[config.mk]
export PLATFORM = sky130hd
export DESIGN_NAME = simple_cpu_mc
export DESIGN_NICKNAME = d
export VERILOG_FILES = /design/src/rtl/simple_cpu_pkg.sv /design/src/rtl/cpu_regfile.sv /design/src/rtl/simple_cpu_mc.sv
export SDC_FILE = /design/constraint.sdc
export NUM_CORES = 1
export LEC_CHECK = 0
export CAP_MARGIN = 20
export CORE_UTILIZATION = 50
export CTS_CLUSTER_DIAMETER = 50
export DETAILED_ROUTE_END_ITERATION = 6
export PLACE_DENSITY = 0.67
export REMOVE_ABC_BUFFERS = 1
export SYNTH_ARGS = -nofsm -noshare
export SYNTH_HDL_FRONTEND = slang
export SYNTH_HIERARCHICAL = 1
export SYNTH_SLANG_ARGS = --single-unit
[constraint.sdc]
create_clock -name clk -period 3.47 [get_ports clk]
set_input_delay 1.041 -clock clk [delete_from_list [all_inputs] [get_ports clk]]
set_output_delay 1.041 -clock clk [all_outputs]
set_load 0.01 [all_outputs]
[src/rtl/simple_cpu_pkg.sv]
// simple_cpu_pkg: opcodes, FSM states and instruction field slicing for simple_cpu_mc
package simple_cpu_pkg;
  typedef enum logic [3:0] {
    OP_NOP  = 4'h0,
    OP_ADD  = 4'h1,
    OP_SUB  = 4'h2,
    OP_AND  = 4'h3,
    OP_OR   = 4'h4,
    OP_XOR  = 4'h5,
    OP_ADDI = 4'h6,
    OP_LD   = 4'h7,
    OP_ST   = 4'h8,
    OP_BEQ  = 4'h9,
    OP_JMP  = 4'hA,
    OP_LI   = 4'hB,
    OP_HALT = 4'hF
  } opcode_e;
  typedef enum logic [2:0] {S_FETCH, S_EXEC, S_MEM, S_WB, S_HALT} state_e;
  function automatic logic [31:0] field(input logic [63:0] w, input int lsb, input int width);
    return 32'((w >> lsb) & ((64'd1 << width) - 64'd1));
  endfunction
  function automatic logic [3:0] f_opcode(input logic [63:0] w, input int rb, input int dw);
    return 4'(field(w, 3 * rb + dw, 4));
  endfunction
  function automatic logic [31:0] f_rd(input logic [63:0] w, input int rb, input int dw);
    return field(w, 2 * rb + dw, rb);
  endfunction
  function automatic logic [31:0] f_rs1(input logic [63:0] w, input int rb, input int dw);
    return field(w, rb + dw, rb);
  endfunction
  function automatic logic [31:0] f_rs2(input logic [63:0] w, input int rb, input int dw);
    return field(w, dw, rb);
  endfunction
  function automatic logic [31:0] f_imm(input logic [63:0] w, input int dw);
    return field(w, 0, dw);
  endfunction
endpackage

[src/rtl/cpu_regfile.sv]
// cpu_regfile: register file with two combinational read ports and one write port; r0 is always zero
module cpu_regfile #(
  parameter int DATA_WIDTH = 8,
  parameter int REG_BITS   = 2
) (
  input  logic                  clk,
  input  logic                  rst,
  input  logic [REG_BITS-1:0]   ra1_i,
  input  logic [REG_BITS-1:0]   ra2_i,
  output logic [DATA_WIDTH-1:0] rd1_o,
  output logic [DATA_WIDTH-1:0] rd2_o,
  input  logic                  we_i,
  input  logic [REG_BITS-1:0]   wa_i,
  input  logic [DATA_WIDTH-1:0] wd_i
);
  logic [DATA_WIDTH-1:0] regs_q [2**REG_BITS];
  always_ff @(posedge clk) begin
    if (rst) regs_q <= '{default: '0};
    else if (we_i && wa_i != '0) regs_q[wa_i] <= wd_i;
  end
  assign rd1_o = regs_q[ra1_i];
  assign rd2_o = regs_q[ra2_i];
endmodule

[src/rtl/simple_cpu_mc.sv]
// simple_cpu_mc: multi-cycle CPU with fetch handshake, FETCH/EXEC/MEM/WB/HALT FSM and inline data memory
module simple_cpu_mc
  import simple_cpu_pkg::*;
#(
  parameter int DATA_WIDTH = 8,
  parameter int ADDR_BITS  = 5,
  parameter int REG_BITS   = 2,
  parameter int PC_BITS    = 8,
  localparam int INSTR_WIDTH = 4 + 3 * REG_BITS + DATA_WIDTH
) (
  input  logic                   clk,
  input  logic                   rst,
  input  logic                   instr_valid,
  input  logic [INSTR_WIDTH-1:0] instr,
  output logic                   instr_ready,
  output logic [PC_BITS-1:0]     pc,
  output logic                   wb_valid,
  output logic [REG_BITS-1:0]    wb_addr,
  output logic [DATA_WIDTH-1:0]  wb_data,
  output logic                   halted
);
  state_e                 state_q;
  logic [PC_BITS-1:0]     pc_q;
  logic [INSTR_WIDTH-1:0] instr_q;
  logic                   wb_valid_q;
  logic [REG_BITS-1:0]    wb_addr_q;
  logic [DATA_WIDTH-1:0]  wb_data_q, st_data_q;
  logic [ADDR_BITS-1:0]   addr_q;
  logic [DATA_WIDTH-1:0]  mem_q [2**ADDR_BITS];
  logic [3:0]             op_w;
  logic [REG_BITS-1:0]    rd_w, rs1_w, rs2_w;
  logic [DATA_WIDTH-1:0]  imm_w, a_w, b_w, res_w;
  logic [ADDR_BITS-1:0]   addr_w;
  logic [PC_BITS-1:0]     next_pc_w;
  logic                   wr_w;
  cpu_regfile #(.DATA_WIDTH(DATA_WIDTH), .REG_BITS(REG_BITS)) u_rf (
    .clk   (clk),
    .rst   (rst),
    .ra1_i (rs1_w),
    .ra2_i (rs2_w),
    .rd1_o (a_w),
    .rd2_o (b_w),
    .we_i  (wb_valid_q),
    .wa_i  (wb_addr_q),
    .wd_i  (wb_data_q)
  );
  always_comb begin
    op_w      = f_opcode(64'(instr_q), REG_BITS, DATA_WIDTH);
    rd_w      = REG_BITS'(f_rd(64'(instr_q), REG_BITS, DATA_WIDTH));
    rs1_w     = REG_BITS'(f_rs1(64'(instr_q), REG_BITS, DATA_WIDTH));
    rs2_w     = REG_BITS'(f_rs2(64'(instr_q), REG_BITS, DATA_WIDTH));
    imm_w     = DATA_WIDTH'(f_imm(64'(instr_q), DATA_WIDTH));
    wr_w      = (op_w >= OP_ADD && op_w <= OP_ADDI) || op_w == OP_LI;
    res_w     = op_w == OP_ADD  ? a_w + b_w :
                op_w == OP_SUB  ? a_w - b_w :
                op_w == OP_AND  ? a_w & b_w :
                op_w == OP_OR   ? a_w | b_w :
                op_w == OP_XOR  ? a_w ^ b_w :
                op_w == OP_ADDI ? a_w + imm_w : imm_w;
    addr_w    = ADDR_BITS'(a_w + imm_w);
    next_pc_w = (op_w == OP_BEQ && a_w == b_w) ? pc_q + PC_BITS'($signed(imm_w)) :
                op_w == OP_JMP ? PC_BITS'(imm_w) : pc_q + PC_BITS'(1);
  end
  // wb_valid doubles as the register-file write strobe during WB
  always_ff @(posedge clk) begin
    if (rst) begin
      state_q    <= S_FETCH;
      pc_q       <= '0;
      instr_q    <= '0;
      wb_valid_q <= 1'b0;
      wb_addr_q  <= '0;
      wb_data_q  <= '0;
      addr_q     <= '0;
      st_data_q  <= '0;
    end else begin
      wb_valid_q <= 1'b0;
      case (state_q)
        S_FETCH: if (instr_valid) begin
          instr_q <= instr;
          state_q <= S_EXEC;
        end
        S_EXEC: begin
          pc_q      <= next_pc_w;
          addr_q    <= addr_w;
          st_data_q <= b_w;
          if (op_w == OP_LD || op_w == OP_ST) state_q <= S_MEM;
          else if (wr_w) begin
            state_q <= S_WB;
            if (rd_w != '0) begin
              wb_valid_q <= 1'b1;
              wb_addr_q  <= rd_w;
              wb_data_q  <= res_w;
            end
          end else state_q <= op_w == OP_HALT ? S_HALT : S_FETCH;
        end
        S_MEM: begin
          state_q <= op_w == OP_LD ? S_WB : S_FETCH;
          if (op_w == OP_LD && rd_w != '0) begin
            wb_valid_q <= 1'b1;
            wb_addr_q  <= rd_w;
            wb_data_q  <= mem_q[addr_q];
          end
        end
        S_WB: state_q <= S_FETCH;
        default: ;
      endcase
    end
  end
  always_ff @(posedge clk) begin
    if (!rst && state_q == S_MEM && op_w == OP_ST) mem_q[addr_q] <= st_data_q;
  end
  assign instr_ready = state_q == S_FETCH;
  assign halted      = state_q == S_HALT;
  assign pc          = pc_q;
  assign wb_valid    = wb_valid_q;
  assign wb_addr     = wb_addr_q;
  assign wb_data     = wb_data_q;
endmodule

-- Yosys cells after proc, flatten, opt, wreduce, memory -nomap -nowiden
Memories as Yosys holds them, arrays and structs flattened. A register that Yosys moved wholly into a read port is not among the register bits.
Index checks and enable logic that the tools add are counted.
- register bits after elaboration: 85
- RAM bits: 256
- input bits: 21
- output and inout port bits: 21
- word-level logic and storage cells: 112
- memories: 1
- memory list (memory ; depth ; width ; read ports ; clocked after Yosys merged registers in ; wr ports ; line ; text):
    mem_q ; 32 ; 8 ; 1 ; 1 ; 1 ; simple_cpu_mc.sv:29 ; logic [DATA_WIDTH-1:0] mem_q [2**ADDR_BITS];
- $add $sub $neg: 5
- $lt $le $gt $ge: 6
- equal/unequal tests: 22
- muxes and demuxes: 42
- bitwise operators: 6
- reductions and logical operators: 18
- operators with widths (kind ; count):
    two-way mux 8 bit ; 17
    binary-select mux 8 bit (select 2 bit) ; 2
    bitwise mux 32 bit ; 1
    adder 8 bit ; 3
    equality test 4 bit, second input constant ; 5
    demux 8 bit (select 2 bit) ; 1
    equality test 4 x 3 -> 1 bit, second input constant ; 4
    case mux 8 bit (2 select lines) ; 1
    two-way mux 3 bit ; 4
    case mux 3 bit (4 select lines) ; 1
    two-way mux 2 bit ; 5
    two-way mux 5 bit ; 2
    != test 2 bit, second input constant ; 5
    >= comparator 3 bit, second input constant ; 3
    inverter 2 -> 3 bit ; 3
    adder 8 x 1 -> 8 bit, second input constant ; 1
    AND 8 bit ; 1
    equality test 4 x 2 -> 1 bit, second input constant ; 2
    equality test 8 bit ; 1
    OR 8 bit ; 1
    subtractor 8 bit ; 1
    bitwise XOR 8 bit ; 1
    logical AND 1 bit ; 7
    equality test 3 x 2 -> 1 bit, second input constant ; 2
    16 further kinds ; 25

-- Logic depth before layout (Yosys ltp)
Gate-level depths: netlist of run 1.
- depth in word-level cells: 15
- depth in mapped cells: 12

-- By module
Netlist of run 1, hierarchy kept.
- modules (own cells, without submodules) (module ; times used ; cells an instance ; area an instance (um2)):
    simple_cpu_mc ; 1 ; 1033 ; 14266.2
    cpu_regfile ; 1 ; 127 ; 1610.3

-- Worst setup path after synthesis of run 1
No wires, ideal clock.
- path kind: input-to-reg
- from: input port rst
- to: memory mem_q[12][0] (enable)
- library setup time: 0.383 ns
- arrival: 2.541 ns
- setup slack: 0.545 ns
- stages: 4
- buffers on the path: 1
- cell sequence: clkbuf_1 > nor4_2 > nand4b_1 > nor3_1
- longest elaborated chain between the ends: 5
- RTL lines (what ; line ; text):
    start: declaration ; simple_cpu_mc.sv:12 ; input logic rst,
    zero test 1 bit ; simple_cpu_mc.sv:110 ; if (!rst && state_q == S_MEM && op_w == OP_ST) mem_q[addr_q] <= st_data_q;
    logical AND 1 bit (2 in series) ; simple_cpu_mc.sv:110 ;
    two-way mux 1 bit ; simple_cpu_mc.sv:110 ;
    two-way mux 1 bit (implied by the code) ; simple_cpu_mc.sv:110 ;
    end: declaration ; simple_cpu_mc.sv:29 ;
No other way between the ends.

-- Worst setup path in the final report of run 1
- from: register instr_q[11]
- to: register wb_data_q[3], in the netlist wb_data[3]
- longest elaborated chain between the ends: 15
- elaborated cells on any way between the ends: 20
- RTL lines (what ; line ; text):
    start: declaration ; simple_cpu_mc.sv:24 ; logic [INSTR_WIDTH-1:0] instr_q;
    start signal: assignment ; simple_cpu_mc.sv:79 ; instr_q <= instr;
    inverter 2 -> 3 bit (implied by the code) (*) ; cpu_regfile.sv:21 ; assign rd1_o = regs_q[ra1_i];
    binary-select mux 8 bit (select 2 bit) (*) ; cpu_regfile.sv:21 ;
    two-way mux 8 bit (implied by the code) (*) (2 in series) ; cpu_regfile.sv:21 ;
    named net a_w[1] ; simple_cpu_mc.sv:32 ; logic [DATA_WIDTH-1:0] imm_w, a_w, b_w, res_w;
    adder 8 bit ; n/a ;
    two-way mux 8 bit ; simple_cpu_mc.sv:59 ; op_w == OP_ADDI ? a_w + imm_w : imm_w;
    two-way mux 8 bit ; simple_cpu_mc.sv:58 ; op_w == OP_XOR ? a_w ^ b_w :
    two-way mux 8 bit ; simple_cpu_mc.sv:57 ; op_w == OP_OR ? a_w | b_w :
    two-way mux 8 bit ; simple_cpu_mc.sv:56 ; op_w == OP_AND ? a_w & b_w :
    two-way mux 8 bit ; simple_cpu_mc.sv:55 ; op_w == OP_SUB ? a_w - b_w :
    two-way mux 8 bit (*) ; simple_cpu_mc.sv:54 ; res_w = op_w == OP_ADD ? a_w + b_w :
    two-way mux 8 bit (*) ; simple_cpu_mc.sv:89 ; if (rd_w != '0) begin
    two-way mux 8 bit (*) ; simple_cpu_mc.sv:87 ; else if (wr_w) begin
    two-way mux 8 bit (*) ; simple_cpu_mc.sv:86 ; if (op_w == OP_LD || op_w == OP_ST) state_q <= S_MEM;
    case mux 8 bit (2 select lines) (*) ; simple_cpu_mc.sv:77 ; case (state_q)
    end signal: assignment ; simple_cpu_mc.sv:92 ; wb_data_q <= res_w;
    end signal: assignment ; simple_cpu_mc.sv:101 ; wb_data_q <= mem_q[addr_q];
    end: declaration ; simple_cpu_mc.sv:27 ; logic [DATA_WIDTH-1:0] wb_data_q, st_data_q;
The timed path passes the listed nets; every way through them passes the cells marked *. The select of a mux whose other input is x is not followed.
A chain may end at the register's enable or synchronous reset.

==> summary.md, run 1 <==
| Metric | Value |
|---|---|
| Slew @ Worst Pin | 0.9361 ns |
| Number of hold buffers added after CTS | 0 |
| Fin nets | 1,308 |
| Via count of the first global-routing pass | approximately 10k |
| Die W | roughly 180 um |
| Via-per-instance ratio | roughly 6 |
| GR Util All Layers | 24.54% |
| Most area-consuming cells after synthesis | edfxtp_1, mux4_2, dfxtp_1 |
| P_leak | 0.006248 uW |
| Summed instance area of the synthesized netlist | 15,880 um2 |
| R2r worst-path depth | 9 |
| Commonest non-fill, non-tap cell in the layout | edfxtp_1 |
| Initial core utilization | 51.36% |
| Top-Level Pins | 42 |
| Clock slew at the register clock pins of the worst setup and hold paths | around 0.060 ns |
| Final period demand of the worst path | between 3 and 4 ns |
| Synthesized area divided by synthesized cell count | 13.69 um2 |
| Synthesized flop and latch total | 346 |
| Predominant post-synthesis flop cell | edfxtp_1 |
| Routed WL per cell | 23.61 um |
| Number of failing hold endpoints at the final stage | 0 |
| Number of enable flip-flop cells after synthesis | 256 |
| Routability congestion estimate | between 1 and 1.5 |
| Async set or reset register ratio after synthesis | 0% |
| Fin crit share | a little over nine tenths |
| Worst setup EP type | register |
| Count of unique library cells instantiated by Yosys | a little under 70 |
| Max FO, Critical Path | 6 |
| Startpoint class of the critical path | register |
| Critical setup path kind | register to register |
| Yosys top cell by area | edfxtp_1 |
| Deepest level of the CTS H-tree | 2 |
| Top-area cell type share of the netlist area | between 40 and 50% |
| Floorplan core area | between 30,000 and 40,000 um2 |
| Chip Height | 180.2 um |
| Max cap viols | 0 |
| Area of the die | approximately 32,000 um2 |
| Remaining global-route overflow | 0 |
| Clock tree root buffer cell | clkbuf_16 |
| Count of cells along the worst hold path | 1 |
| Port Buffers | 41 |
| Outcome | finished, final reports clean |
| Total power of the final layout | 9199 uW |
| Final setup viols | 0 |
| Clock latency at the later pin of the worst-skew pair | 0.55 ns |
| Fraction of the yosys area taken by sequential cells | between 50% and 60% |
| Total of cells resized after clock tree synthesis | 0 |
| Max VDD drop | 0.4222 mV |
| Most frequent cells in the layout | edfxtp_1, nand2_1, nor2_1 |
| Fillers | 2,419 |
| Number of antenna violations at the first check in global routing | 0 |
| Layout overhead on the synthesized area | 16.17% |
| Fin area | 18,440 um2 |
| Cell area after placement | approximately 17,000 um2 |
| # diodes | 0 |
| Total number of placement rows | 64 |
| TritonCTS sink count | around 350 |
| WP data required | 3.95 ns |
| Number of violations reported at the end of detailed-routing iteration 0 | approximately 900 |
| Type of the most critical hold path | register to register |
| Detailed-routing iteration count for the pre-antenna-repair pass | 5 |
| Sequential standard cell area | 9495 um2 |
| Final ANT Viol Nets | 0 |
| Detailed-route wire length | between 30,000 and 40,000 um |
| Clock skew after layout | 0.03508 ns |
| Placed cells | about 1.6k |
| Post-CTS setup buffer count | 0 |
| DRC | 0 |
| RSZ-0062 raised after global routing | no |
| First-pass GRT wire length | 60,510 um |
| Count of non-filler cells in the finished layout | 1,671 |
| Max Buffers Root-to-Sink | 3 |
| Syn. warnings | 6 |
| Total via count after detailed routing | 10.06k |
| Half-perimeter wire length after placement | 27,080 um |
| Final max-slew violation count | 0 |
| Number of instances in the synthesized netlist | 1,160 |
| Maximum clock frequency | 301.9 MHz |
| TritonCTS clock tree | done |
| Data arrival time of the worst path | 3.79 ns |
| Maximum number of pins on one net before global-route repair | 62 |
| Area taken by multi-input logic gates | 5949 um2 |
| Fraction of final layout cells with drive strength greater than 1 | about 18% |
| Power Density | 498.8 nW/um2 |
| TritonCTS buffer count | 40 |
| Remaining max-slew budget at the tightest pin | between 30% and 40% |
==> area by class of cell <==
class                   instances  share of cell area, %
clock buffers                  47                  5.678
clock inverters                25                  1.438
inverters                      36                 0.7327
multi-input cells             717                  32.26
flip-flops and latches        346                  51.48
well taps                     396                  2.686
repair buffers                104                  5.726
==> kinds of logic (layout without fill, tap and decap cells) <==
family                   after synthesis  count (layout)  share of synthesized area (%)
multiplexers                         122             122                          14.63
adder cells (fa/ha/maj)               42              42                          3.499
AO/OA/AOI/OAI                        197             197                          7.905
flip-flops                           346             346                          59.77
AND/OR/NAND/NOR                      340             340                          10.47
buffers and inverters                 97             212                          2.837
XOR/XNOR                              16              16                         0.8826
==> critical path: stages, from the launching register on <==
cell,delay (ns)
dfxtp_1,0.40
buf_4,0.21
mux4_2,0.61
ha_1,0.31
a211oi_1,0.39
nor3b_1,0.18
or3_1,0.41
a221oi_1,0.44
o311ai_1,0.16
o21ai_1,0.13
==> metal layers <==
layer  up-vias  share of wire [%]  global-route usage, %
met5         -                  0                      0
met4         0                3.4                  9.094
met3        83                5.3                  3.577
met2       299                 47                  39.81
met1      5070                 44                  33.77
li1       4610                  -                      -
==> stage by stage <==
step                worst slack [ns]  utilization [%]  hold WS (ns)  TNS [ns]
global placement              0.2625            54.80        0.4658         0
floorplan                    -0.7842                -        0.4509    -5.026
finish                        0.1578            59.67        0.4862         0
CTS                          0.08732            59.05        0.4833         0
detailed placement            0.1078            54.80        0.4709         0
global route                 0.08402            59.67        0.5015         0
==> power by group <==
group,total (uW),switching (uW),internal [uW],leakage [uW]
clock,4110,1750,2360,0.000635
sequential,4510,92.4,4420,0.00310
combinational,577,320,256,0.00251
==> state kept, by name, indices dropped and copies added, names as in the netlist, named ones only <==
register     count
addr_q           5
state_q          3
wb_data          8
wb_addr          2
pc               8
mem_q          256
instr_q         18
st_data_q        8
wb_valid         1
u_rf/regs_q     32
==> path summary, 6_finish.rpt <==
kind,from,end,slack [ns]
worst max-delay path,instr_q[11]$_SDFFE_PP0P_,wb_data[3]$_SDFFE_PP0P_,0.16
worst min-delay path,u_rf/regs_q[28]$_SDFFE_PP0P_,u_rf/regs_q[28]$_SDFFE_PP0P_,0.49
worst max register to register,instr_q[11]$_SDFFE_PP0P_,wb_data[3]$_SDFFE_PP0P_,0.16
worst min register to register,u_rf/regs_q[28]$_SDFFE_PP0P_,u_rf/regs_q[28]$_SDFFE_PP0P_,0.49
==> synth_stat cells, types with 20 or more instances <==
master      n
a21oi_1    64
clkbuf_1   38
dfxtp_1    90
edfxtp_1  256
ha_1       38
inv_1      34
mux2i_1    33
mux4_2     88
nand2_1    98
nand2b_1   40
nor2_1     90
nor2b_1    20
nor3_1     24
o21ai_0    24
(Power assumes the default switching activity.)
==> inputs of run 2 (changes only) <==
- ABC_AREA: not set -> 1
==> summary.md, run 2 <==
| Metric | Value |
|---|---|
| Synthesized area divided by synthesized cell count | 9.352 um2 (-32%) |
| WP data required | 3.90 ns (-0.05 ns) |
| Outcome | finished, final reports clean |
| Final core area utilization | 58.29% (-1.4 points) |
| Fillers | 2,756 (+14%) |
| Yosys top cell by area | edfxtp_1 |
| Via-per-instance ratio | 5.597 (-7.0%) |
| Synthesized flop and latch total | 346 (unchanged) |
| Type of the most critical hold path | register to register |
| Flop-to-flop setup slack | 0.47 ns (+0.31 ns) |
| Fin nets | 1,861 (+42%) |
| Final ANT Viol Nets | 0 (unchanged) |
| Via count of the first global-routing pass | 11.98k (+19%) |
| Half-perimeter wire length after placement | 27,300 um (+0.83%) |
| Critical setup path kind | register to register |
| Remaining max-slew budget at the tightest pin | 40.94% (+3.3 points) |
| Metal2 WL | 20,190 um (+8.0%) |
| Detailed-routing iteration count for the pre-antenna-repair pass | 6 (+1) |
| Remaining global-route overflow | 0 (unchanged) |
| Maximum number of pins on one net before global-route repair | 96 (+55%) |
| Worst hold endpoint | u_rf/regs_q[24]$_SDFFE_PP0P_ |
| P_leak | 0.007273 uW (+16%) |
| TritonCTS buffer count | 40 (unchanged) |
| Deepest level of the CTS H-tree | 2 (unchanged) |
| Number of enable flip-flop cells after synthesis | 256 (unchanged) |
| Max Buffers Root-to-Sink | 3 (unchanged) |
| TritonCTS sink count | 346 (unchanged) |
| Max FO, Critical Path | 10 (+4) |
| Library cell with the highest instance count after synthesis | nand2_1 |
| Worst setup EP type | register |
| Routability congestion estimate | 0.9383 (-7.0%) |
| Clock slew at the register clock pins of the worst setup and hold paths | 0.06 ns (about the same) |
| Total via count after detailed routing | 12.67k (+26%) |
| TritonCTS clock tree | done |
| Post-CTS setup buffer count | 0 (unchanged) |
| Initial core utilization | 51.29% (-0.072 points) |
| Worst R2R Start | instr_q[11]$_SDFFE_PP0P_ |
| Clock tree root buffer cell | clkbuf_16 |
| Reg-to-reg critical path endpoint | wb_data[2]$_SDFFE_PP0P_ |
| # diodes | 0 (unchanged) |
| Pre-CTS worst setup slack | 0.4520 ns (+0.3443 ns) |
| Syn. warnings | 6 (unchanged) |
| Max VDD drop | 0.3997 mV (-5.3%) |
| Number of antenna violations at the first check in global routing | 0 (unchanged) |
| Maximum clock frequency | 333.3 MHz (+10%) |
| Top flop regs | mem_q x256, u_rf/regs_q x32, instr_q x18 |
| DRC | 0 (unchanged) |
| Clock skew after layout | 0.02027 ns (-0.01481 ns) |
| Startpoint class of the critical path | register |
| Crit path setup slack, layout | 0.4698 ns (+0.3120 ns) |
| Final period demand of the worst path | 3.000 ns (-0.3120 ns) |
| Most flops, register | mem_q |
| Area of the die | 33,350 um2 (+2.7%) |
| Max cap viols | 0 (unchanged) |
| Most frequent cells in the layout | nand2_1, edfxtp_1, nor2_1 |
| Commonest non-fill, non-tap cell in the layout | nand2_1 |
| Summed instance area of the synthesized netlist | 16,310 um2 (+2.7%) |
| Top-Level Pins | 42 (unchanged) |
| Layout overhead on the synthesized area | 13.65% |
| Async set or reset register ratio after synthesis | 0% (unchanged) |
| Top cells by count, synth | nand2_1, edfxtp_1, nor2_1 |
| Routed WL per cell | 18.71 um (-21%) |
| Area taken by multi-input logic gates | 5852 um2 (-1.6%) |
| Uppermost metal layer occupied by signal nets | met4 |
| Number of violations reported at the end of detailed-routing iteration 0 | 1,282 (+44%) |
| Detailed-route wire length | 42,360 um (+7.4%) |
| Floorplan core area | 31,800 um2 (+2.9%) |
| Count of cells along the worst hold path | 2 (+1) |
| Count of unique library cells instantiated by Yosys | 42 (-39%) |
| R2r worst-path depth | 15 (+6) |
| Total of cells resized after clock tree synthesis | 0 (unchanged) |
| Total number of placement rows | 65 (+1.6%) |
| Number of flip-flops under the largest register name | 256 (unchanged) |
| Clock latency at the later pin of the worst-skew pair | 0.54 ns (about the same) |
| Number of hold buffers added after CTS | 0 (unchanged) |
| Port Buffers | 41 (unchanged) |
| Most area-consuming cells after synthesis | edfxtp_1, dfxtp_1, nand2_1 |
| Final max-slew violation count | 0 (unchanged) |
| Fraction of final layout cells with drive strength greater than 1 | 8.420% (-9.5 points) |
| RSZ-0062 raised after global routing | no |
| Data arrival time of the worst path | 3.43 ns (-0.36 ns) |
| Die W | 182.6 um (+1.3%) |
| Post-Route M1 WL | 17,850 um (+3.0%) |
| Fraction of the yosys area taken by sequential cells | 58.18% (-1.6 points) |
| First-pass GRT wire length | 66,020 um (+9.1%) |
| Number of failing hold endpoints at the final stage | 0 (unchanged) |
| Sequential standard cell area | 9504 um2 (about the same) |
| Power Density | 548.2 nW/um2 (+9.9%) |
| Top-area cell type share of the netlist area | 47.13% (-1.3 points) |
| Fin crit share | 86.46% (-9.0 points) |
| Routed met3 length | 2932 um (+40%) |
| GR Util All Layers | 25.71% (+1.2 points) |
| Number of instances in the synthesized netlist | 1,744 (+50%) |
| Final setup viols | 0 (unchanged) |
| Predominant post-synthesis flop cell | edfxtp_1 |
| Slew @ Worst Pin | 0.8859 ns (-0.05018 ns) |
| Chip Height | 182.6 um (+1.3%) |
| Launch instance of the worst min-delay path | u_rf/regs_q[24]$_SDFFE_PP0P_ |
## run 2: cell type report
class	count	area share, %
inverter	151	3.064
clock inverter	25	1.087
clock buffer	48	5.562
timing repair buffer	96	4.509
multi-input combinational	1163	31.57
tap	435	2.936
sequential	346	51.27
## run 2: worst max-delay path by stage
stage	startpoint	end
final	instr_q[11]$_SDFFE_PP0P_	wb_data[2]$_SDFFE_PP0P_
after CTS	instr_q[11]$_SDFFE_PP0P_	wb_data[2]$_SDFFE_PP0P_
after detailed placement	rst	mem_q[26][6]$_DFFE_PP_
after global routing	instr_q[11]$_SDFFE_PP0P_	wb_data[7]$_SDFFE_PP0P_
after global placement	rst	mem_q[26][7]$_DFFE_PP_
after floorplan	register	wb_data[1]$_SDFFE_PP0P_
## run 2: critical path, stage by stage (launching register included)
cell and delay [ns]:
dfxtp_1 0.59, inv_2 0.18, o211ai_1 0.13, nand2_1 0.18, ha_1 0.27, fa_1 0.45, xnor2_1 0.24, nor2_1 0.06
o21ai_0 0.20, o21ai_0 0.13, o21ai_0 0.15, nand2_1 0.07, nand2_1 0.06, nand3_1 0.08, nand2_1 0.07, inv_1 0.04
## run 2: cells by family (layout without fill, tap and decap cells)
kind of cell	count (synthesis)	after routing	share of synthesized area, %
XOR/XNOR	14	14	0.7518
AO/OA/AOI/OAI	370	370	13.09
adder cells (fa/ha/maj)	42	42	3.406
buffers and inverters	235	320	5.945
flip-flops	346	346	58.18
AND/OR/NAND/NOR	737	737	18.63
## run 2: through the flow
step	setup TNS (ns)	hold WS, ns	instances	power, uW	area [um2]
2_1_floorplan	-8.737	0.4164	1660	5703	15910
3_3_place_gp	0	0.4243	2191	6242	17300
3_5_place_dp	0	0.4261	2191	6261	17300
4_1_cts	0	0.4365	2264	10190	18540
5_1_grt	0	0.4612	2264	10540	18540
6_report	0	0.4405	2264	10160	18540
## run 2: layer usage
metal | up-vias | GRT usage, %
met5 | - | 0
met4 | 0 | 9.176
met3 | 98 | 3.233
met2 | 483 | 43.01
met1 | 5989 | 34.44
li1 | 6102 | -
## run 2: where the power goes
group          switching [uW]  internal (uW)  leakage (uW)
sequential                206           4550       0.00310
combinational             979            465       0.00357
clock                    1720           2240      0.000595
